### config.mk
export PLATFORM = sky130hd
export DESIGN_NAME = mul_alu_seq
export DESIGN_NICKNAME = d
export VERILOG_FILES = /design/src/rtl/mul_alu_seq_pkg.sv /design/src/rtl/mul_alu_seq.sv
export SDC_FILE = /design/constraint.sdc
export NUM_CORES = 1
export LEC_CHECK = 0
export CAP_MARGIN = 25
export CORE_MARGIN = 3
export CORE_UTILIZATION = 45
export DETAILED_ROUTE_END_ITERATION = 12
export HOLD_SLACK_MARGIN = 0.08
export PLACE_DENSITY = 0.75
export SLEW_MARGIN = 20
export SYNTH_ARGS = -nofsm -noshare
export SYNTH_HDL_FRONTEND = slang
export SYNTH_SLANG_ARGS = --single-unit
export TNS_END_PERCENT = 100
### constraint.sdc
create_clock -name clk -period 5.5 [get_ports clk]
set_input_delay 1.1 -clock clk [delete_from_list [all_inputs] [get_ports clk]]
set_output_delay 1.1 -clock clk [all_outputs]
set_load 0.05 [all_outputs]
### src/rtl/mul_alu_seq_pkg.sv
// Shared EX-stage ALU codes, MUL opcode and the MUL sequencer state encoding.
// Imported by the sequencer and by anything that decodes its ALU requests.
package mul_alu_seq_pkg;

  localparam logic [3:0] ALU_AND  = 4'b0000;
  localparam logic [3:0] ALU_ORR  = 4'b0001;
  localparam logic [3:0] ALU_ADD  = 4'b0010;
  localparam logic [3:0] ALU_SUB  = 4'b0110;
  localparam logic [3:0] ALU_PASS = 4'b0111;
  localparam logic [3:0] ALU_NONE = 4'b1111;

  localparam logic [10:0] OP_MUL = 11'b10011011000;

  typedef enum logic [1:0] {
    MUL_IDLE = 2'd0,
    MUL_RUN  = 2'd1,
    MUL_DONE = 2'd2
  } mul_state_t;

endpackage

### src/rtl/mul_alu_seq.sv
// Iterative shift-add MUL sequencer that borrows the EX-stage ALU
// for every accumulate step and stalls the pipeline while busy.
module mul_alu_seq
  import mul_alu_seq_pkg::*;
#(
  parameter int WIDTH = 64,
  parameter int CNT_W = 7
) (
  input  logic             clk,
  input  logic             rst,
  input  logic             start,
  input  logic             abort,
  input  logic [WIDTH-1:0] op_a,
  input  logic [WIDTH-1:0] op_b,
  output logic             alu_own,
  output logic [WIDTH-1:0] alu_a,
  output logic [WIDTH-1:0] alu_b,
  output logic [3:0]       alu_ctl,
  input  logic [WIDTH-1:0] alu_result,
  output logic             busy,
  output logic             done,
  output logic [WIDTH-1:0] result
);

  mul_state_t r_state;
  mul_state_t w_state_nx;

  logic [WIDTH-1:0] r_acc;
  logic [WIDTH-1:0] r_mcand;
  logic [WIDTH-1:0] r_mplier;
  logic [CNT_W-1:0] r_cnt;
  logic [WIDTH-1:0] r_result;

  logic [WIDTH-1:0] w_acc_nx;
  logic [WIDTH-1:0] w_mcand_nx;
  logic [WIDTH-1:0] w_mplier_nx;
  logic [CNT_W-1:0] w_cnt_nx;
  logic [WIDTH-1:0] w_result_nx;

  logic             w_add;
  logic [WIDTH-1:0] w_step;
  logic [WIDTH-1:0] w_mplier_sh;
  logic             w_last;

  assign w_add       = r_mplier[0];
  assign w_step      = w_add ? alu_result : r_acc;
  assign w_mplier_sh = r_mplier >> 1;
  // Early-out once no multiplier bits remain, or after WIDTH steps.
  assign w_last      = (w_mplier_sh == '0) ||
                       (r_cnt == CNT_W'(WIDTH - 1));

  always_comb begin
    w_state_nx  = r_state;
    w_acc_nx    = r_acc;
    w_mcand_nx  = r_mcand;
    w_mplier_nx = r_mplier;
    w_cnt_nx    = r_cnt;
    w_result_nx = r_result;
    unique case (r_state)
      MUL_IDLE: begin
        if (start && !abort) begin
          w_acc_nx    = '0;
          w_mcand_nx  = op_a;
          w_mplier_nx = op_b;
          w_cnt_nx    = '0;
          if (op_b == '0) begin
            w_state_nx  = MUL_DONE;
            w_result_nx = '0;
          end else begin
            w_state_nx  = MUL_RUN;
          end
        end
      end
      MUL_RUN: begin
        if (abort) begin
          w_state_nx = MUL_IDLE;
        end else begin
          w_acc_nx    = w_step;
          w_mcand_nx  = r_mcand << 1;
          w_mplier_nx = w_mplier_sh;
          w_cnt_nx    = r_cnt + CNT_W'(1);
          if (w_last) begin
            w_state_nx  = MUL_DONE;
            w_result_nx = w_step;
          end
        end
      end
      MUL_DONE: begin
        w_state_nx = MUL_IDLE;
      end
      default: begin
        w_state_nx = MUL_IDLE;
      end
    endcase
  end

  always_ff @(posedge clk) begin
    if (rst) begin
      r_state  <= MUL_IDLE;
      r_acc    <= '0;
      r_mcand  <= '0;
      r_mplier <= '0;
      r_cnt    <= '0;
      r_result <= '0;
    end else begin
      r_state  <= w_state_nx;
      r_acc    <= w_acc_nx;
      r_mcand  <= w_mcand_nx;
      r_mplier <= w_mplier_nx;
      r_cnt    <= w_cnt_nx;
      r_result <= w_result_nx;
    end
  end

  // Outputs decode from state and registers only.
  assign alu_own = (r_state == MUL_RUN);
  assign alu_a   = alu_own ? r_acc : '0;
  assign alu_b   = alu_own ? r_mcand : '0;
  assign alu_ctl = (alu_own && w_add) ? ALU_ADD : ALU_NONE;
  assign busy    = (r_state != MUL_IDLE);
  assign done    = (r_state == MUL_DONE);
  assign result  = r_result;

endmodule
==> results.toml <==
[sta]
tightest_slew_ps = 1050
setup_tns_ps = 0
max_clock_freq_ghz = 0.234
relSlewSlack_pct = 30.2
finalCritPeriodShare_pct = 77.6
finalHoldViolCount = 0
report.final.slew_viol_count = 0
fin_worst_skew_ps = 12.3
setup_slack_ps = 1230
setup_viol = 0
rsz0062_at_grt = "no"
min_period_ps = 4270

[placed_design]
dp_hpwl_um = 26300
dpl-instance-area_um2 = 16300
gp_congestion = 0.873
pre_cts_ws_ps = 1410
io_buffers = 393

[route]
drt-vias-per-instance = 5.71
vias = 11700
drcViolationCount = 0
wire_per_inst_um = 19.2
ant_nets = 0
routed_wl_um = 39500
firstDrtPassIters = 5
drtIter0Drc = 882

[grt]
grt_overflow = 0
grt_max_degree = 140
antenna_found_initial = 1
grt_usage_pct = 25.0
grt_pass1_vias = 11200
grt_pass1_wl_um = 60000

[logic_synthesis]
syn_area_um2 = 12400
async_flop_share_pct = 0
post-synth-top-area-cell = "dfxtp_1"
synth_most_common_cell = "dfxtp_1"
synth_fp_nets = 1586
synth_top_cell_area_share_pct = 42.9
syn_avg_cell_area_um2 = 8.90
ys_ff_latch = 265
synth_edf_count = 0
synth_cell_types = 40
synthCells = 1389
yosys_warnings = 0
synthTopCellsByArea = "dfxtp_1 43%, o32ai_2 7.9%, and2_1 6.5%"
synth_flop_cell = "dfxtp_1"
synth.cells.most_frequent = "265 x dfxtp_1, 196 x nand2_1, 137 x nor2_1, 128 x and2_1, 116 x clkbuf_1"
synth_seq_area_share_pct = 42.9

[clocking]
cts_resized = 0
clock_latency_ps = 540
clk_pin_slew_worst_paths_ps = 60
clock_sinks = 265
postCtsHoldBufs = 0
cts_buffers = 29
cts_buffer_depth = 3
cts_root_buffer = "clkbuf_16"
postCtsSetupBuffers = 0
cts_tree = "built"
cts-htree-levels = 1

[finish]
final_cell_area_um2 = 17200
syn_to_final_growth_pct = 39.4
drive_gt1_share_pct = 7.83
nets = 1885

[worst_setup_path]
crit_path_start = "r_state[0]"
arrival_ps = 3170
rr_startpoint = "r_mplier[18]"
crit_slowest_cell = "clkdlybuf4s50_1"
worstPathRequired_ps = 4400
start_kind = "flip-flop"
crit_chain = "nand2b_2 -> inv_4 -> buf_12 -> and2_1 -> clkdlybuf4s50_1"
worstSetupPathType = "reg -> out"
worst-path-buf-inv = 3
cp_slowest_stage_delay_ps = 860
critical-path-top-delay-family = "buffers and inverters"
cp-end-kind = "output port"
crit_fanout = 86

[hold_path]
holdCritStartpoint = "result[0]"
hold_path.class = "reg -> reg"

[floorplan]
start_util_pct = 45.9
num_rows = 60
die_area_um2 = 29500
ioPinCount = 395
die_w_um = 172
fp.coreArea_um2 = 27000
die_y_um = 172

[pwr]
p_per_area_nw_per_um2 = 261
peakVddDrop_v = 0.000214
leakage_nw = 5.78

[run]
drv_cap = 0

[status]
outcome = "complete, no violations"
==> through the flow <==
stage | utilization [%] | cells | power (W) | hold slack (ps)
global route | 63.9 | 2053 | 0.00466 | 495
detailed placement | 60.4 | 1998 | 0.00260 | 470
finish | 63.9 | 2054 | 0.00449 | 481
CTS | 63.9 | 2052 | 0.00453 | 479
global placement | 60.3 | 1997 | 0.00259 | 458
floorplan | - | 1389 | 0.00235 | 441
==> power breakdown <==
part / total (W) / switching, W / internal (W)
Sequential: 0.00203 / 0.0000538 / 0.00198
Combinational: 0.000528 / 0.000285 / 0.000243
Clock: 0.00193 / 0.000788 / 0.00114
Total: 0.00449 / 0.00113 / 0.00337
==> worst reg2reg max path, delay by kind of cell (launching register included) <==
kind                   cells  cell delay [ps]
and+or+nand+nor            4             1800
AOI/OAI and AO/OA          2              540
DFF                        1              330
buffers and inverters      1              310
==> state kept, by name (all words and copies together), names as in the netlist <==
signal / flops
r_acc: 64
r_cnt: 7
r_mcand: 64
r_mplier: 64
r_state: 2
result: 64
==> cell families (layout without fill, tap and decap cells) <==
logic type	after synthesis	in the layout	share of synthesized area, %
other	1	3	0.0303
adder cells (fa/ha/maj)	1	1	0.101
XOR/XNOR	4	4	0.283
multiplexers	65	65	5.26
buffers and inverters	204	526	7.50
AO/OA/AOI/OAI	328	328	24.2
flip-flops	265	265	42.9
AND/OR/NAND/NOR	521	521	19.7
==> placed cells by master (no fill, tap or decap), types with 9 or more instances in the layout <==
| cell type | count |
|---|---|
| o32ai_2 | 60 |
| buf_4 | 9 |
| a32oi_1 | 64 |
| mux2i_1 | 65 |
| a21oi_1 | 65 |
| dfxtp_1 | 264 |
| nor2_1 | 136 |
| clkbuf_16 | 29 |
| clkdlybuf4s50_1 | 392 |
| and2_1 | 128 |
| a311oi_1 | 63 |
| nor4_1 | 30 |
| nand2_1 | 196 |
| inv_1 | 64 |
| a22oi_1 | 64 |
==> area by class of cell <==
| type | instances | area (um2) |
|---|---|---|
| multi-input cells | 920 | 6180 |
| flip-flops and latches | 265 | 5310 |
| well taps | 341 | 427 |
| fillers | 2242 | 9720 |
| clock buffers | 41 | 831 |
| repair buffers | 407 | 4110 |
| diodes | 2 | 5.00 |
| inverters | 65 | 246 |
| clock inverters | 13 | 124 |
==> worst paths after layout <==
| kind | slack, ps | depth (start not counted) | endpoint |
|---|---|---|---|
| setup / recovery | 1230 | 5 | alu_b[60] |
| hold / removal | 480 | 2 | result[0] |
| setup reg to reg | 2430 | 7 | result[1] |
| hold reg to reg | 480 | 2 | result[0] |
==> layer usage <==
metal  wire length (um)  track usage, %  share of wire, %  vias up
met1              16200            31.2                41     5588
met3               3310            7.06               8.4      100
met2              18200            40.6                46      469
li1                   -               -                 -     5575
met4               1820            10.7               4.6        0
met5                  0               0                 0        -
No activity file was read; power rests on OpenSTA's default activity.
